$ cat src/rtl/fifo_ptr_ctrl_256x256.sv
// Pointer, occupancy and status-flag controller for the 256x256 pixel FIFO of the median filter.
// Latency: pointers/count/flags update on the strobe edge (visible next cycle); rd_valid 1 cycle after an accepted read.
// Backpressure: writes into a full FIFO and reads from an empty FIFO are dropped and recorded in sticky error flags.
module fifo_ptr_ctrl_256x256 #(
  parameter int          ADDR_WIDTH = 16,
  parameter int          AFULL_TH   = 65520,
  parameter int          AEMPTY_TH  = 16,
  parameter int unsigned FRAME_PIX  = 65536
) (
  input  logic                  clk,
  input  logic                  rst,
  input  logic                  ff_clr,
  input  logic                  ff_en,
  input  logic                  ff_push_pop,
  input  logic                  ff_we,
  input  logic                  ff_re,
  output logic [ADDR_WIDTH:0]   wptr,
  output logic [ADDR_WIDTH:0]   rptr,
  output logic [ADDR_WIDTH-1:0] waddr,
  output logic [ADDR_WIDTH-1:0] raddr,
  output logic [ADDR_WIDTH:0]   ff_count,
  output logic                  almost_full,
  output logic                  almost_empty,
  output logic                  rd_valid,
  output logic                  ovf_err,
  output logic                  udf_err,
  output logic                  frame_done
);

  // Pointer/count width includes the wrap bit so that "full" (count = depth) is representable.
  localparam int               PW         = ADDR_WIDTH + 1;
  localparam logic [PW-1:0]    PTR_ONE    = PW'(1);
  localparam logic [PW-1:0]    AFULL_C    = PW'(AFULL_TH);
  localparam logic [PW-1:0]    AEMPTY_C   = PW'(AEMPTY_TH);
  localparam logic [31:0]      FRAME_LAST = 32'(FRAME_PIX - 1);

  logic        full;
  logic        empty;
  logic        wr_ok;
  logic        rd_ok;
  logic        flush;
  logic        push_req;
  logic        pop_req;
  logic [31:0] frame_cnt;

  // Full/empty are derived only from our own registered pointers, never from the strobes' source,
  // so an ill-gated strobe from the status logic cannot corrupt the pointers.
  assign full  = (wptr[ADDR_WIDTH] != rptr[ADDR_WIDTH]) &&
                 (wptr[ADDR_WIDTH-1:0] == rptr[ADDR_WIDTH-1:0]);
  assign empty = (wptr == rptr);

  // Strobes that would overrun or underrun the RAM are silently ignored.
  assign wr_ok = ff_we & ~full;
  assign rd_ok = ff_re & ~empty;

  // rst and ff_clr have identical effect on every register; rst only wins in priority by name.
  assign flush = rst | ff_clr;

  // Raw requests are watched as well as qualified strobes so that a misbehaving producer or
  // consumer is flagged even when the status logic already masked its strobe.
  assign push_req = ff_en &  ff_push_pop;
  assign pop_req  = ff_en & ~ff_push_pop;

  // RAM addresses are the pointers without their wrap bit.
  assign waddr = wptr[ADDR_WIDTH-1:0];
  assign raddr = rptr[ADDR_WIDTH-1:0];

  // Watermarks are pure compares on the registered count, so they add no pipeline stage.
  assign almost_full  = (ff_count >= AFULL_C);
  assign almost_empty = (ff_count <= AEMPTY_C);

  // Write and read pointers advance on accepted strobes; the wrap bit toggles naturally on rollover.
  always_ff @(posedge clk) begin
    if (flush) begin
      wptr <= '0;
      rptr <= '0;
    end else begin
      if (wr_ok) begin
        wptr <= wptr + PTR_ONE;
      end
      if (rd_ok) begin
        rptr <= rptr + PTR_ONE;
      end
    end
  end

  // Occupancy tracks wptr - rptr incrementally; a simultaneous write and read leave it unchanged.
  always_ff @(posedge clk) begin
    if (flush) begin
      ff_count <= '0;
    end else begin
      unique case ({wr_ok, rd_ok})
        2'b10:   ff_count <= ff_count + PTR_ONE;
        2'b01:   ff_count <= ff_count - PTR_ONE;
        default: ff_count <= ff_count;
      endcase
    end
  end

  // Read data appears one cycle after the address, matching the synchronous RAM; a flush drops it.
  always_ff @(posedge clk) begin
    if (flush) begin
      rd_valid <= 1'b0;
    end else begin
      rd_valid <= rd_ok;
    end
  end

  // Sticky overflow/underflow flags, cleared only by rst or ff_clr.
  always_ff @(posedge clk) begin
    if (flush) begin
      ovf_err <= 1'b0;
      udf_err <= 1'b0;
    end else begin
      if ((push_req | ff_we) & full) begin
        ovf_err <= 1'b1;
      end
      if ((pop_req | ff_re) & empty) begin
        udf_err <= 1'b1;
      end
    end
  end

  // Count accepted reads per frame and pulse frame_done for one cycle after the last pixel.
  always_ff @(posedge clk) begin
    if (flush) begin
      frame_cnt  <= '0;
      frame_done <= 1'b0;
    end else if (rd_ok && (frame_cnt == FRAME_LAST)) begin
      frame_cnt  <= '0;
      frame_done <= 1'b1;
    end else begin
      if (rd_ok) begin
        frame_cnt <= frame_cnt + 32'd1;
      end
      frame_done <= 1'b0;
    end
  end

endmodule

$ cat config.mk
export PLATFORM = sky130hd
export DESIGN_NAME = fifo_ptr_ctrl_256x256
export DESIGN_NICKNAME = d
export VERILOG_FILES = /design/src/rtl/fifo_ptr_ctrl_256x256.sv
export SDC_FILE = /design/constraint.sdc
export NUM_CORES = 1
export LEC_CHECK = 0
export CORE_UTILIZATION = 38
export DETAILED_ROUTE_END_ITERATION = 6
export MAX_ROUTING_LAYER = met4
export PLACE_DENSITY = 0.68
export SLEW_MARGIN = 5
export SYNTH_ARGS = -nofsm -noshare
export SYNTH_HDL_FRONTEND = slang
export SYNTH_SLANG_ARGS = --single-unit
$ cat constraint.sdc
create_clock -name clk -period 5.54 [get_ports clk]
set_clock_uncertainty 0.2 [all_clocks]
set_input_delay 1.385 -clock clk [delete_from_list [all_inputs] [get_ports clk]]
set_output_delay 1.385 -clock clk [all_outputs]
set_load 0.02 [all_outputs]
==> run summary, run 1 <==
Commonest cells in the synthesized netlist: 98 x nor2_1, 87 x dfxtp_1, 53 x xor2_1
Seq pwr share: 47.4%
Worst r2r src: rptr[13]
Synth top area share: 35.1%
Nets: 663
DRC errors left: 0
Required time of the critical path: 5620 ps
Clk slew on worst S/H paths: 60 ps
CTS tree: done
Hold Path Sink: ovf_err
CTS Buffer Depth: 2
Crit share post-route: 78.6%
Post-CTS resize count: 0
Met1 Use GR: 22.4%
Post-synthesis average cell area: 8.59 um2
Antenna violations before repair: 0
Sw Share: 24.1%
H-Tree Depth: 3
Slew HR: 29.4%
Die area: 0.0135 mm2
CTS Hold Bufs: 0
Worst-margin pin slew: 1060 ps
Floorplan row count: 41
Clock network power share: 46.7%
Maxcap violations: 0
Iteration-0 DRC Markers: 265
Hold path start: ovf_err
Total GRT Usage: 18.4%
Crit start category: input pin
RSZ-0062 raised after global routing: no
Root Buffer: clkbuf_16
Post-route ant nets: 0
Endpoints failing setup: 0
Final GP Congestion: 0.862
Total setup buffers inserted after CTS: 0
Post-synth EDFFs: 0
IR drop worst, VDD: 0.145 mV
CP Capture Type: flip-flop
Sink Count: 87
Worst EP arrival: 4430 ps
Switch Pwr: 0.322 mW
Detailed-route wire length: 11,800 um
Skew-Pair Late Insertion Delay: 340 ps
Yosys warns: 0
P_int: 1.01 mW
Detailed Place HPWL: 8600 um
Fraction of layout cells with a size suffix above 1: 5.15%
Via count: 4,225
Combinational Power Share: 5.9%
Fin. Hold Viols: 0
FMAX: 0.230 GHz
Critical path peak fanout: 8
Mapped Area: 0.00496 mm2
Flops & latches, synth: 87
Busiest grt layer: met2
Yosys cell types: 53
Hold-critical path depth: 2
Main synth FF type: dfxtp_1
Outcome: finished clean
Vias in the first global route: 3,955
Core ar.: 0.0127 mm2
Synthesis-to-finish area growth: 23.2%
CP Class: input pin to flip-flop
GRT overflow: 0
CTS Buf Count: 9
Cell Pwr Density: 218 mW/mm2
Setup_tns: 0 ps
Grt met3 use: 3.43%
Io pins: 96
Lkg Pwr: 2.33 nW
Tightest Hold Check Type: flip-flop to flip-flop
Antenna Cells: 0
Pre-antenna DRT Iters: 7
GR Layer Usage met2: 29.9%
Die height: 116 um
RR Endpoint: ff_count[13]
Top-count cell post-synth: nor2_1
Slew Viols, Final: 0
Area leader, netlist: dfxtp_1
Synth Net Count: 605
Fin util: 48.3%
FF-to-FF setup slack: 1270 ps
R2R depth: 14
Initial core utilization: 39.2%
Sequential fraction of the synthesis area: 35.1%
First-pass GRT wire length: 18,900 um
Die width: 116 um
Tmin final: 4360 ps
I/O Buffers: 95
Vias per inst: 5.20
Cell count after synthesis: 578
Largest net degree at the start of global routing: 55
Avg WL per Cell: 14.5 um
Ys async rst share: 0%
Synth area leaders: dfxtp_1 35%, xor2_1 9.4%, nor2_1 7.4%
[sequential cells by signal, indices dropped and copies added, names as in the netlist]
name        count
ovf_err         1
udf_err         1
rptr           17
rd_valid        1
frame_cnt      32
frame_done      1
wptr           17
ff_count       17
[how the worst max path moves through the flow]
stage / startpoint / to / cells after the start
floorplan: ff_re / ff_count[14] / 12
CTS: ff_re / ff_count[13] / 12
global placement: ff_re / ff_count[14] / 12
global route: ff_re / ff_count[13] / 12
finish: ff_we / ff_count[16] / 11
detailed placement: ff_re / ff_count[13] / 12
[per-stage QoR]
step	setup slack, ps	instances	instance area, um2	total power, mW	hold WS (ps)
2_1_floorplan	1190	578	4960	0.700	262
4_1_cts	1200	813	6110	1.35	275
3_3_place_gp	934	797	5810	0.726	256
5_1_grt	937	813	6110	1.38	326
6_report	1180	813	6110	1.34	267
3_5_place_dp	835	797	5810	0.727	260
[layout by cell type, fill, tap and decap left out, types with 7 or more instances in the layout]
cell type / instances
nor2_1: 98
clkdlybuf4s50_1: 95
dfxtp_1: 87
xor2_1: 53
xnor2_1: 39
nand3_1: 30
nand2_1: 24
nand4_1: 22
ha_1: 19
o21ai_0: 16
a21oi_1: 15
and3_1: 15
nor4_1: 14
inv_1: 11
clkbuf_16: 9
mux2i_1: 8
nor3_1: 8
or3_1: 7
and4_1: 7
[metal layers]
layer / vias to the layer above / routed length (um)
met2: 123 / 5650
met1: 1985 / 5330
met5: - / 0
met4: 0 / 210
li1: 2100 / -
met3: 17 / 555
[area by class of cell]
type                            count  area [um2]
Clock buffer                        9         225
Clock inverter                      7        80.1
Fill cell                        1211        6560
Inverter                           12        45.0
Multi-Input combinational cell    428        2830
Sequential cell                    87        1740
Tap cell                          172         215
Timing Repair Buffer               98         973
[critical path, stage by stage]
cell,delay (ps)
clkdlybuf4s50_1,560
nand2_1,180
ha_1,370
fa_1,460
a211oi_1,260
nor2_1,110
o221a_2,270
o2111a_1,250
o211a_1,240
a211o_1,260
nand3_1,60
[power groups by stage]
stage               clock network, mW  registers [mW]  logic (mW)
global placement                    0           0.648      0.0784
detailed placement                  0           0.648      0.0792
global route                    0.665           0.634      0.0863
floorplan                           0           0.650      0.0501
finish                          0.623           0.634      0.0787
CTS                             0.638           0.634      0.0796
[logic make-up after synthesis]
group | count (synthesis) | share of synthesized area, %
fa+ha+maj | 20 | 5.19
simple gates | 244 | 25.0
buf+inv | 63 | 7.79
xor+xnor | 92 | 16.2
mux | 8 | 1.61
flops | 87 | 35.1
compound gates | 64 | 9.05
No activity file was read; power rests on OpenSTA's default activity.
==> run 2, diff against run 1 <==
==> constraint.sdc (replaced) <==
create_clock -name clk -period 4.1 [get_ports clk]
set_clock_uncertainty 0.2 [all_clocks]
set_input_delay 1.025 -clock clk [delete_from_list [all_inputs] [get_ports clk]]
set_output_delay 1.025 -clock clk [all_outputs]
set_load 0.02 [all_outputs]
==> run 2 against run 1 <==
Effect of this change:
- utilization is 1.9 points higher
- combinational power grew 52%
- via count rose by 2.4%
- power grew 31%
- register-to-register slack lost 1100 ps
- count of clock-buffer cells in the layout up 3
- design area increased by 4.0%
- die area unchanged
- sequential cell count unchanged
- wire length is 3.1% higher
- critical path depth is 4 higher
- critical path type is now flip-flop to flip-flop
- highest routed layer unchanged
==> run summary, run 2 (synthesis gave the netlist of run 1 again) <==
Antenna violations before repair: 0 (unchanged)
Outcome: finished clean
Vias in the first global route: 4,028 (+1.8%)
Die height: 116 um (unchanged)
IR drop worst, VDD: 0.175 mV (+21%)
Worst EP arrival: 3980 ps (-450 ps)
CTS Hold Bufs: 0 (unchanged)
Lkg Pwr: 2.48 nW (+6.7%)
Endpoints failing setup: 0 (unchanged)
DRC errors left: 0 (unchanged)
P_int: 1.34 mW (+33%)
Crit path largest cell delay: 440 ps (-120 ps)
Largest net degree at the start of global routing: 42 (-24%)
Root Buffer: clkbuf_16
GRT overflow: 0 (unchanged)
Via count: 4,327 (+2.4%)
Post-Place Worst Slack: -0.858 ps (-836 ps)
Final GP Congestion: 0.883 (+2.4%)
Hold Path Sink: ovf_err
Antenna Cells: 0 (unchanged)
Cell-by-cell trace of the critical path: xor2_1 -> nor4_2 -> buf_4 -> nand4_4 -> o21ai_4 -> clkinv_2 -> ha_4 -> fa_1 -> a211oi_1 -> nor2_1 -> o221a_2 -> o2111a_1 -> o211a_1 -> a211o_1 -> nand3_1
Avg WL per Cell: 14.4 um (-0.52%)
Maxcap violations: 0 (unchanged)
Tightest Hold Check Type: flip-flop to flip-flop
FMAX: 0.256 GHz
Commonest non-fill, non-tap cell in the layout: nor2_1
Register with the most flip-flops: frame_cnt
Switch Pwr: 0.408 mW (+27%)
Nets: 693 (+4.5%)
Worst-margin pin slew: 699 ps (-360 ps)
Sw Share: 23.3% (-0.84 points)
CP Class: flip-flop to flip-flop
Crit share post-route: 95.2%
Tmin final: 3900 ps
Hold path start: ovf_err
Combinational Power Share: 6.9% (+1.0 points)
Total power: 1.75 mW (+31%)
I/O Buffers: 95 (unchanged)
Die width: 116 um (unchanged)
Vias per inst: 5.13 (-1.2%)
Detailed Place HPWL: 9050 um (+5.2%)
Die area: 0.0135 mm2 (unchanged)
Max FFs per register: 32 (unchanged)
Total GRT Usage: 18.9% (+0.53 points)
Critical path peak fanout: 8 (unchanged)
Synthesis-to-finish area growth: 28.1%
First-pass GRT wire length: 19,500 um (+2.9%)
Worst Slack Setup Final: 197 ps (-988 ps)
Cell Pwr Density: 276 mW/mm2 (+26%)
RR Endpoint: ff_count[16]
Slowest cell on crit path: dfxtp_1
CP Capture Type: flip-flop
Commonest non-fill, non-tap cells in the layout: 98 x nor2_1, 95 x clkdlybuf4s50_1, 86 x dfxtp_1
Required time of the critical path: 4180 ps (-1440 ps)
Sink Count: 87 (unchanged)
Total setup buffers inserted after CTS: 0 (unchanged)
Fin. Hold Viols: 0 (unchanged)
Fraction of layout cells with a size suffix above 1: 9.84% (+4.7 points)
Pre-antenna DRT Iters: 4 (-3)
R2R depth: 15 (+1)
Floorplan row count: 41 (unchanged)
Hold-critical path depth: 2 (unchanged)
FF-to-FF setup slack: 200 ps (-1070 ps)
Post-CTS resize count: 0 (unchanged)
Clock network power share: 44.3% (-2.4 points)
Io pins: 96 (unchanged)
Initial core utilization: 39.2% (unchanged)
Post-route ant nets: 0 (unchanged)
Worst r2r src: wptr[8]
Clk slew on worst S/H paths: 60 ps (about the same)
Detailed-route wire length: 12,100 um (+3.1%)
Slew Viols, Final: 0 (unchanged)
Skew-Pair Late Insertion Delay: 340 ps (about the same)
Crit start category: flip-flop
Slew HR: 53.3% (+24 points)
Iteration-0 DRC Markers: 310 (+17%)
CTS tree: done
CTS Buffer Depth: 2 (unchanged)
CTS Buf Count: 9 (unchanged)
Core ar.: 0.0127 mm2 (unchanged)
H-Tree Depth: 3 (unchanged)
Seq pwr share: 48.9% (+1.5 points)
[run 2: layer usage]
metal  GRT usage (%)  part of all wire [%]  up-vias  routed length, um
met5               -                     0        -                  0
met4            6.32                   1.4        0                172
met3            3.06                   3.8       13                457
met2            32.3                    49       87               5930
met1            22.6                    46     2062               5560
li1                -                     -     2165                  -
[run 2: cell type report]
class	count	area (um2)
fillers	1177	6310
multi-input cells	428	2870
flip-flops and latches	87	1740
repair buffers	128	1200
clock buffers	12	256
well taps	172	215
inverters	12	46.3
clock inverters	4	30.0
[run 2: worst max-delay path by stage]
stage / start / endpoint / slack (ps) / depth (start not counted)
after global placement: ff_re / ff_count[14] / 90 / 12
after floorplan: rptr[13] / ff_count[14] / 8 / 15
after detailed placement: ff_re / ff_count[14] / -0.9 / 12
final: wptr[8] / ff_count[16] / 200 / 15
after CTS: wptr[11] / ff_count[9] / 150 / 15
after global routing: wptr[11] / ff_count[15] / -4 / 15
[run 2: power by group through the flow]
stage	Sequential (mW)	Clock [mW]	Combinational [mW]
floorplan	0.879	0	0.0700
global placement	0.875	0	0.116
detailed placement	0.875	0	0.117
CTS	0.856	0.795	0.118
global route	0.856	0.832	0.130
finish	0.856	0.776	0.120
[run 2: metrics by stage]
stage                     utilization [%]  instances  instance area, um2  setup TNS (ps)  hold WS, ps
after global routing                 50.2        843                6360           -3.87          299
after global placement               47.8        827                6060               0          261
final                                50.2        843                6360               0          287
after detailed placement             47.8        827                6060          -0.858          273
after floorplan                         -        578                4980               0          262
after CTS                            50.1        843                6340               0          287
[run 2: critical path, delay by kind of cell (launching register included)]
family	cells	cell delay [ps]
simple gates	4	670
compound gates	6	1530
xor+xnor	1	120
buf+inv	2	280
fa+ha+maj	2	600
flops	1	440
==> run 3, diff against run 2 <==
--- a/config.mk
+++ b/config.mk
@@ -7,6 +7,7 @@
 export LEC_CHECK = 0
 export CORE_UTILIZATION = 38
 export DETAILED_ROUTE_END_ITERATION = 6
+export HOLD_SLACK_MARGIN = 0.12
 export MAX_ROUTING_LAYER = met4
 export PLACE_DENSITY = 0.68
 export SLEW_MARGIN = 5
==> results of run 3 <==
Same layout as run 2: the final DEF is identical, and so are final timing and power.
